<file path="src/rtl/mem_stage_pkg.sv">
// Shared encodings for the MEM-stage load/store unit: access sizes, FSM states,
// byte-enable patterns and store-lane helpers.
package mem_stage_pkg;

  localparam logic [1:0] SZ_BYTE = 2'b00;
  localparam logic [1:0] SZ_HALF = 2'b01;
  localparam logic [1:0] SZ_WORD = 2'b10;

  localparam logic [3:0] BE_NONE    = 4'b0000;
  localparam logic [3:0] BE_BYTE0   = 4'b0001;
  localparam logic [3:0] BE_HALF_LO = 4'b0011;
  localparam logic [3:0] BE_HALF_HI = 4'b1100;
  localparam logic [3:0] BE_WORD    = 4'b1111;

  typedef enum logic [1:0] {
    ST_IDLE = 2'd0,
    ST_REQ  = 2'd1,
    ST_DONE = 2'd2
  } state_t;

  // Size 2'b11 falls into the word branch in both helpers.
  function automatic logic [3:0] store_be(input logic [1:0] size, input logic [1:0] lo);
    case (size)
      SZ_BYTE: store_be = BE_BYTE0 << lo;
      SZ_HALF: store_be = lo[1] ? BE_HALF_HI : BE_HALF_LO;
      default: store_be = BE_WORD;
    endcase
  endfunction

  function automatic logic [31:0] store_wdata(input logic [1:0] size, input logic [31:0] data);
    case (size)
      SZ_BYTE: store_wdata = {4{data[7:0]}};
      SZ_HALF: store_wdata = {2{data[15:0]}};
      default: store_wdata = data;
    endcase
  endfunction

endpackage

</file>
<file path="src/rtl/load_extract.sv">
// Combinational load-data aligner: picks the little-endian byte/half lane
// addressed by the low address bits and sign- or zero-extends it to 32 bits.
module load_extract
  import mem_stage_pkg::*;
(
  input  logic [1:0]  i_addr_lo,
  input  logic [1:0]  i_size,
  input  logic        i_unsigned,
  input  logic [31:0] i_rdata,
  output logic [31:0] o_data
);

  logic [7:0]  w_lane [4];
  logic [7:0]  w_byte;
  logic [15:0] w_half;
  logic        w_bsign;
  logic        w_hsign;

  genvar gi;
  generate
    for (gi = 0; gi < 4; gi++) begin : g_lane
      assign w_lane[gi] = i_rdata[8*gi +: 8];
    end
  endgenerate

  assign w_byte  = w_lane[i_addr_lo];
  assign w_half  = i_addr_lo[1] ? i_rdata[31:16] : i_rdata[15:0];
  assign w_bsign = w_byte[7] & ~i_unsigned;
  assign w_hsign = w_half[15] & ~i_unsigned;

  always_comb begin
    case (i_size)
      SZ_BYTE: o_data = {{24{w_bsign}}, w_byte};
      SZ_HALF: o_data = {{16{w_hsign}}, w_half};
      default: o_data = i_rdata;
    endcase
  end

endmodule

</file>
<file path="src/rtl/mem_access_stage.sv">
// MEM-stage load/store unit: issues req/ack data-memory accesses, stalls the
// pipeline until they finish, aligns load data. Optional macro: MISALIGN_TRAP_EN.
module mem_access_stage
  import mem_stage_pkg::*;
#(
  parameter int MAX_WAIT = 64
) (
  input  logic        clk,
  input  logic        rst,
  input  logic        mem_valid,
  input  logic [31:0] mem_instruction,
  input  logic [31:0] mem_aluOutput,
  input  logic [31:0] mem_storeData,
  input  logic        mem_isLoad,
  input  logic        mem_isStore,
  input  logic [1:0]  mem_size,
  input  logic        mem_loadUnsigned,
  input  logic        mem_shouldWriteRegister,
  output logic        dmem_req,
  output logic        dmem_we,
  output logic [31:0] dmem_addr,
  output logic [3:0]  dmem_be,
  output logic [31:0] dmem_wdata,
  input  logic [31:0] dmem_rdata,
  input  logic        dmem_ack,
  output logic        mem_stall,
  output logic        out_shouldWriteRegister,
  output logic [31:0] mem_memoryData,
  output logic        bus_error,
  output logic        misaligned_trap
);

  localparam int CW = $clog2(MAX_WAIT);

  state_t        r_state;
  state_t        w_next_state;
  logic [31:0]   r_addr;
  logic          r_we;
  logic [3:0]    r_be;
  logic [31:0]   r_wdata;
  logic [1:0]    r_size;
  logic          r_unsigned;
  logic [CW-1:0] r_wait;
  logic [31:0]   r_load_data;
  logic          r_abort;

  logic          w_mem_op;
  logic          w_misaligned;
  logic          w_trap;
  logic          w_issue;
  logic          w_ack;
  logic          w_timeout;
  logic [31:0]   w_extracted;
  logic          w_unused;

  // The instruction word is carried by the pipeline registers, not this unit.
  assign w_unused = ^mem_instruction;

  assign w_mem_op = mem_valid & (mem_isLoad | mem_isStore);

`ifdef MISALIGN_TRAP_EN
  assign w_misaligned = ((mem_size == SZ_HALF) & mem_aluOutput[0]) |
                        (mem_size[1] & (mem_aluOutput[1:0] != 2'b00));
  assign w_trap       = (r_state == ST_IDLE) & w_mem_op & w_misaligned;
`else
  assign w_misaligned = 1'b0;
  assign w_trap       = 1'b0;
`endif

  assign w_issue   = (r_state == ST_IDLE) & w_mem_op & ~w_misaligned;
  assign w_ack     = (r_state == ST_REQ) & dmem_ack;
  assign w_timeout = (r_state == ST_REQ) & ~dmem_ack & (r_wait == CW'(MAX_WAIT - 1));

  load_extract u_load_extract (
    .i_addr_lo  (r_addr[1:0]),
    .i_size     (r_size),
    .i_unsigned (r_unsigned),
    .i_rdata    (dmem_rdata),
    .o_data     (w_extracted)
  );

  always_comb begin
    w_next_state = r_state;
    mem_stall    = 1'b0;
    dmem_req     = 1'b0;
    case (r_state)
      ST_IDLE: begin
        if (w_issue) begin
          mem_stall    = 1'b1;
          w_next_state = ST_REQ;
        end
      end
      ST_REQ: begin
        mem_stall = 1'b1;
        dmem_req  = 1'b1;
        if (w_ack || w_timeout) w_next_state = ST_DONE;
      end
      ST_DONE: w_next_state = ST_IDLE;
      default: w_next_state = ST_IDLE;
    endcase
  end

  always_ff @(posedge clk) begin
    if (rst) begin
      r_state     <= ST_IDLE;
      r_addr      <= '0;
      r_we        <= 1'b0;
      r_be        <= BE_NONE;
      r_wdata     <= '0;
      r_size      <= SZ_BYTE;
      r_unsigned  <= 1'b0;
      r_wait      <= '0;
      r_load_data <= '0;
      r_abort     <= 1'b0;
    end else begin
      r_state <= w_next_state;
      // Only a timeout sets this, so it is high exactly during the DONE that follows.
      r_abort <= w_timeout;
      if (w_issue) begin
        r_addr     <= mem_aluOutput;
        r_we       <= mem_isStore;
        r_be       <= store_be(mem_size, mem_aluOutput[1:0]);
        r_wdata    <= store_wdata(mem_size, mem_storeData);
        r_size     <= mem_size;
        r_unsigned <= mem_loadUnsigned;
        r_wait     <= '0;
      end else if (r_state == ST_REQ) begin
        r_wait <= r_wait + CW'(1);
      end
      if (w_ack && !r_we) r_load_data <= w_extracted;
      else if (w_timeout) r_load_data <= '0;
    end
  end

  assign dmem_we    = r_we;
  assign dmem_addr  = {r_addr[31:2], 2'b00};
  assign dmem_be    = r_be;
  assign dmem_wdata = r_wdata;

  assign mem_memoryData          = r_load_data;
  assign bus_error               = r_abort;
  assign misaligned_trap         = w_trap;
  assign out_shouldWriteRegister = mem_shouldWriteRegister & ~mem_stall & ~r_abort &
                                   ~mem_isStore & ~w_trap;

endmodule

</file>
<file path="config.mk">
export PLATFORM = sky130hd
export DESIGN_NAME = mem_access_stage
export DESIGN_NICKNAME = d
export VERILOG_FILES = /design/src/rtl/mem_stage_pkg.sv /design/src/rtl/load_extract.sv /design/src/rtl/mem_access_stage.sv
export SDC_FILE = /design/constraint.sdc
export NUM_CORES = 1
export LEC_CHECK = 0
export ABC_CLOCK_PERIOD_IN_PS = 2150
export BUFFER_PORTS_ARGS = -buffer_cell sky130_fd_sc_hd__clkbuf_2
export CAP_MARGIN = 20
export CORE_MARGIN = 2
export CORE_UTILIZATION = 30
export DETAILED_ROUTE_END_ITERATION = 12
export MAX_ROUTING_LAYER = met4
export PLACE_DENSITY = 0.62
export SLEW_MARGIN = 20
export SYNTH_ARGS = -nofsm -noshare
export SYNTH_HDL_FRONTEND = slang
export SYNTH_SLANG_ARGS = --single-unit
</file>
<file path="constraint.sdc">
create_clock -name clk -period 2.15 [get_ports clk]
set_input_delay 0.1075 -clock clk [delete_from_list [all_inputs] [get_ports clk]]
set_output_delay 0.1075 -clock clk [all_outputs]
set_load 0.05 [all_outputs]
</file>
# --- Word level (Yosys, flattened, before mapping) ---
# Cells that the tools add are included.
# W data, S select, Z words.
totals:
  output_inout_bits: 106
  input_bits: 138
  elab_cells: 61
  register_bits: 113
classes:
  n_mux: 16
  order_cmp: 1
  shifts: 1
  bitwise: 17
  reduce_logical: 9
  addsub: 1
  n_eq_ne: 6
op_table:
  columns: ["cell", "count"]
  rows:
  - ["$pmux W32 S2", 2]
  - ["$mux W32", 2]
  - ["$bmux W8 S2", 1]
  - ["$mux W16", 1]
  - ["$mux W8", 2]
  - ["$and A1 B1 Y1", 10]
  - ["$pmux W4 S2", 1]
  - ["$add A6 B1 Y6 const B", 1]
  - ["$eq A2 B1 Y1 const B", 3]
  - ["$eq A6 B6 Y1 const B", 1]
  - ["$logic_not A2 Y1", 3]
  - ["$not A1 Y1", 5]
  - ["$mux W2", 2]
  - ["$mux W4", 1]
  - ["$ne A2 B2 Y1 const B", 2]
  - ["$pmux W2 S2", 1]
  - ["$shl A1 B2 Y4 const A", 1]
  - ["$ge A3 B3 Y1 const B", 1]
  - ["$not A2 Y3", 1]
  - ["$mux W1", 2]
  - ["$pmux W1 S2", 1]
  - ["$reduce_and A2 Y1", 1]
  - ["$reduce_bool A2 Y1", 1]
  - ["$reduce_or A2 Y1", 1]
  - ["4 further kinds", 4]

# --- Logic depth before layout (Yosys ltp) ---
depth:
  word_depth: 9
  mapped_depth: 6
  mapped_depth_nobuf: 5

# --- Modules after synthesis ---
# Synthesis repeated with hierarchy kept, for this count alone.
hier_totals:
  cells_unflattened: 550
  hier_area_um2: 5268.8
by_module_without_submodules:
  columns: ["module", "seq_area_each_um2", "cells_each", "area_per_inst_um2", "instances"]
  rows:
  - ["mem_access_stage", 2262.2, 457, 4559.4, 1]
  - ["load_extract", 0.0, 93, 709.4, 1]

# --- Worst setup path after synthesis ---
# No wires, ideal clock.
synth_timing:
  path_kind: "input -> output"
  startpoint: "in mem_isStore"
  endpoint: "out out_shouldWriteRegister"
  t_arrival_ns: 2.436
  path_buffers: 0
  setup_slack_ns: -0.393
  t_required_ns: 2.043
  cell_stages: 3
  cell_sequence: "o21ai_0 a21oi_1 nor4b_1"
synth_via:
  elab_chain_len: 9
  word_cells_on_any_way: 10
  cone_classes: "mux: 2; bitwise: 8"
synth_lines:
  columns: ["item", "line", "text"]
  rows:
  - ["start: declaration", "mem_access_stage.sv:15", "input logic mem_isStore,"]
  - ["$or A1 B1 Y1", "mem_access_stage.sv:59", "assign w_mem_op = mem_valid & (mem_isLoad | mem_isStore);"]
  - ["$and A1 B1 Y1", "mem_access_stage.sv:59", null]
  - ["$and A1 B1 Y1", "mem_access_stage.sv:70", "assign w_issue = (r_state == ST_IDLE) & w_mem_op & ~w_misaligned;"]
  - ["$mux W1", "mem_access_stage.sv:88", "if (w_issue) begin"]
  - ["$pmux W1 S2", "mem_access_stage.sv:86", "case (r_state)"]
  - ["via mem_stall", "mem_access_stage.sv:26", "output logic mem_stall,"]
  - ["$not A1 Y1", "mem_access_stage.sv:143", "assign out_shouldWriteRegister = mem_shouldWriteRegister & ~mem_stall & ~r_abort &"]
  - ["$and A1 B1 Y1 (3 in series)", "mem_access_stage.sv:143", null]
  - ["end: declaration", "mem_access_stage.sv:27", "output logic out_shouldWriteRegister,"]
# The timed path passes the listed nets, and every way through them passes these cells.

# --- Worst setup path after layout ---
layout_timing:
  startpoint: "in mem_isStore"
  endpoint: "reg r_wdata[13], in the netlist dmem_wdata[13]"
layout_via:
  elab_chain_len: 3
layout_lines:
  columns: ["item", "line", "text"]
  rows:
  - ["$or A1 B1 Y1", "mem_access_stage.sv:59", null]
  - ["$and A1 B1 Y1", "mem_access_stage.sv:59", null]
  - ["$and A1 B1 Y1", "mem_access_stage.sv:70", null]
  - ["end signal: assignment", "mem_access_stage.sv:123", "r_wdata <= store_wdata(mem_size, mem_storeData);"]
  - ["end: declaration", "mem_access_stage.sv:40", "logic [31:0] r_wdata;"]
# Every way passes these cells.
# A chain may end at the register's enable or synchronous reset.

==> flow_summary.yaml <==
routing:
  drc: 0
  routed_via_density: 4.74
  post_drt_wl_per_cell_um: 14.9
  ant_nets: 0
  vias: 5035
  first_iter_violations: 231
  drtPass1Iterations: 5
  totalWireLength_um: 15900
timing:
  post-route-period-util: 0.917
  relSlewSlack: 0.398
  hold_viol_final: 0
  fmax_mhz: 507
  fin_ws_ps: 178
  rsz0062_at_grt: "false"
  fin_crit_ps: 1970
  setup_viol: 0
  tns_ps: 0
  fin_worst_skew_ps: 7.37
  tightest_slew_ps: 902
  drv_slew: 0
grt:
  antenna_found_initial: 0
  track_usage: 0.178
  grt_pass1_wl_um: 24700
  grt_pass1_vias: 4802
  overflow: 0
  grt_max_degree: 82
synthesis:
  synth_edf_count: 0
  synth-simple-area-share: 0.178
  synth_top_family_by_area: "compound AO/OA/AOI/OAI gates"
  synth_mux_area_frac: 0.0760
  synth_compound_area_frac: 0.197
  synthAdderAreaFrac: 0.00247
  synth_cells: 588
  syn_area_mm2: 0.00506
  synth-seq-area-share: 0.447
  ys_async_sr_fraction: 0
  yosys_warnings: 0
  syn_avg_cell_area_um2: 8.60
  yosysUniqueCellTypes: 41
  ys_ff_latch: 113
  ys_dominant_reg_cell: "dfxtp_1"
  synth-xor-area-share: 0.00866
worst_setup_path:
  cp-startpoint: "mem_isStore"
  critical_path_required_ps: 2500
  crit_fanout: 18
  r2r_start: "r_state[1]"
  worst_setup_path_start_kind: "primary input"
  crit_path_end_kind: "register"
  rr_worst_depth: 4
  crit_path_end: "dmem_wdata[13]"
  cp.arrival_ps: 2320
  reg2reg_slack_ps: 260
  critical_path_class: "primary input to register"
  r2r_end: "mem_memoryData[27]"
floorplanning:
  die_h_um: 134
  die_w_um: 134
  die_area_mm2: 0.0179
  num_rows: 47
  initial_core_util: 0.306
  io_pins: 244
  fp.coreArea_mm2: 0.0165
cells_and_area:
  drive_gt1_frac: 0.331
  seqCellArea_mm2: 0.00226
  multi_input_area_mm2: 0.00237
  synthToLayoutAreaGrowth_pct: 47.0
  final_nets: 969
  diodes: 0
  fillers: 1655
  final_cells: 1063
clock_network:
  cts_sinks: 113
  cts.clk_slew.worst_paths_ps: 60
  clk_latency_ps: 410
  cts-buffers-inserted: 17
  root_buffer: "clkbuf_16"
  clockBufferDepth: 2
  cts.htree.levels: 4
  tritoncts: "yes"
placement:
  gp_congestion: 0.814
  numPortBuffers: 208
  place_hpwl_um: 10300
  post-place-ws_ps: 265
  post-place-cells: 957
min_path:
  hp-class: "primary input to register"
power_and_ir_drop:
  max-vdd-ir-drop_mv: 0.531
  leakagePower_uw: 0.00333
  p_total_uw: 6230
  power_density_mw_per_mm2: 839
run_status:
  status: "completed"
job:
  drv_cap: 0
-- per-layer routing --
| metal | part of all wire | track usage |
|---|---|---|
| met4 | 0.0091 | 0.0532 |
| met3 | 0.071 | 0.0506 |
| met5 | 0 | - |
| met1 | 0.45 | 0.222 |
| met2 | 0.47 | 0.281 |
-- how the worst min path moves through the flow --
stage / slack, ps / to / start / cells after the start
6_report: 30 / dmem_wdata[20] / mem_storeData[20] / 3
5_1_grt: 20 / mem_memoryData[29] / dmem_rdata[29] / 2
4_1_cts: 2 / mem_memoryData[29] / dmem_rdata[29] / 2
3_5_place_dp: 330 / r_addr[26] / mem_aluOutput[26] / 3
3_3_place_gp: 330 / r_addr[28] / mem_aluOutput[28] / 3
2_1_floorplan: 240 / r_addr[10] / mem_aluOutput[10] / 2
-- critical path: stages --
cell and delay, ps:
dlygate4sd3_1 530, clkbuf_2 140, o21ai_1 140, nor3_2 200, buf_4 160, clkbuf_16 180, nor2_1 50, a311oi_1 230
dlygate4sd3_1 590
-- cells by family (layout without fill, tap and decap cells) --
family,count (synthesis),in the layout
mux,36,36
flops,113,113
xor+xnor,5,5
buf+inv,83,336
fa+ha+maj,1,1
simple gates,203,203
compound gates,146,146
other cells,1,3
-- registers in the layout, indices dropped and copies added, names as in the netlist --
name / cells
r_size: 2
dmem_we: 1
r_wait: 6
r_state: 2
bus_error: 1
dmem_wdata: 32
r_unsigned: 1
mem_memoryData: 32
r_addr: 32
dmem_be: 4
-- layout make-up --
cell class              count  area share
flip-flops and latches    113       0.304
well taps                 220      0.0370
repair buffers            299       0.262
inverters                   5     0.00252
clock inverters            10      0.0114
clock buffers              22      0.0638
multi-input cells         394       0.319
-- through the flow --
stage / util / hold slack, ps / instance area, µm²
after floorplan: - / 243 / 5070
after global placement: 0.371 / 332 / 6130
after detailed placement: 0.371 / 334 / 6130
after CTS: 0.447 / 1.91 / 7380
after global routing: 0.450 / 24.9 / 7430
final: 0.450 / 30.2 / 7430
-- power breakdown --
part | switching, µW | internal [µW] | total (µW)
sequential | 70.0 | 2220 | 2290
combinational | 862 | 445 | 1310
clock | 971 | 1670 | 2640
-- cells in the final DEF, fill, tap and decap left out, types with 9 or more instances in the layout --
cell	netlist	final
a211oi_1	10	10
a21oi_1	56	56
a221o_1	16	16
a311oi_1	10	10
buf_4	33	17
clkbuf_16	0	18
clkbuf_2	1	207
dfxtp_1	113	113
dlygate4sd3_1	0	69
mux2_2	9	9
mux2i_1	26	26
nand2_1	138	138
nand2b_1	11	11
nor2_1	25	25
o21ai_0	28	27
-- Yosys cell counts (2+ instances only) --
library cell,number,area share
a311oi_1,10,0.017
xor2_1,3,0.0052
nor3_1,9,0.0089
a32o_1,8,0.016
a211oi_1,10,0.015
dfxtp_1,113,0.45
nor4b_4,2,0.0094
buf_1,4,0.0030
a22o_1,8,0.014
a222oi_1,7,0.014
nor2_1,25,0.019
a21oi_1,56,0.055
a221o_1,16,0.032
nand2b_1,11,0.014
buf_2,9,0.0089
xnor2_1,2,0.0035
buf_4,33,0.049
nor4b_1,2,0.0035
mux2_2,9,0.020
nand2_1,138,0.10
nor2b_1,8,0.0099
o21ai_0,28,0.028
or3_1,2,0.0025
inv_1,4,0.0030
mux2i_1,26,0.051
clkbuf_1,30,0.022
-- repair_timing --
action / 4_1_cts / 5_1_grt
resized for setup: 0 / 2
endpoints found under the setup margin: 0 / 5
setup buffers: 0 / 3
endpoints found under the hold margin: 65 / 0
hold buffers: 69 / 0
No activity file was read; power rests on OpenSTA's default activity.
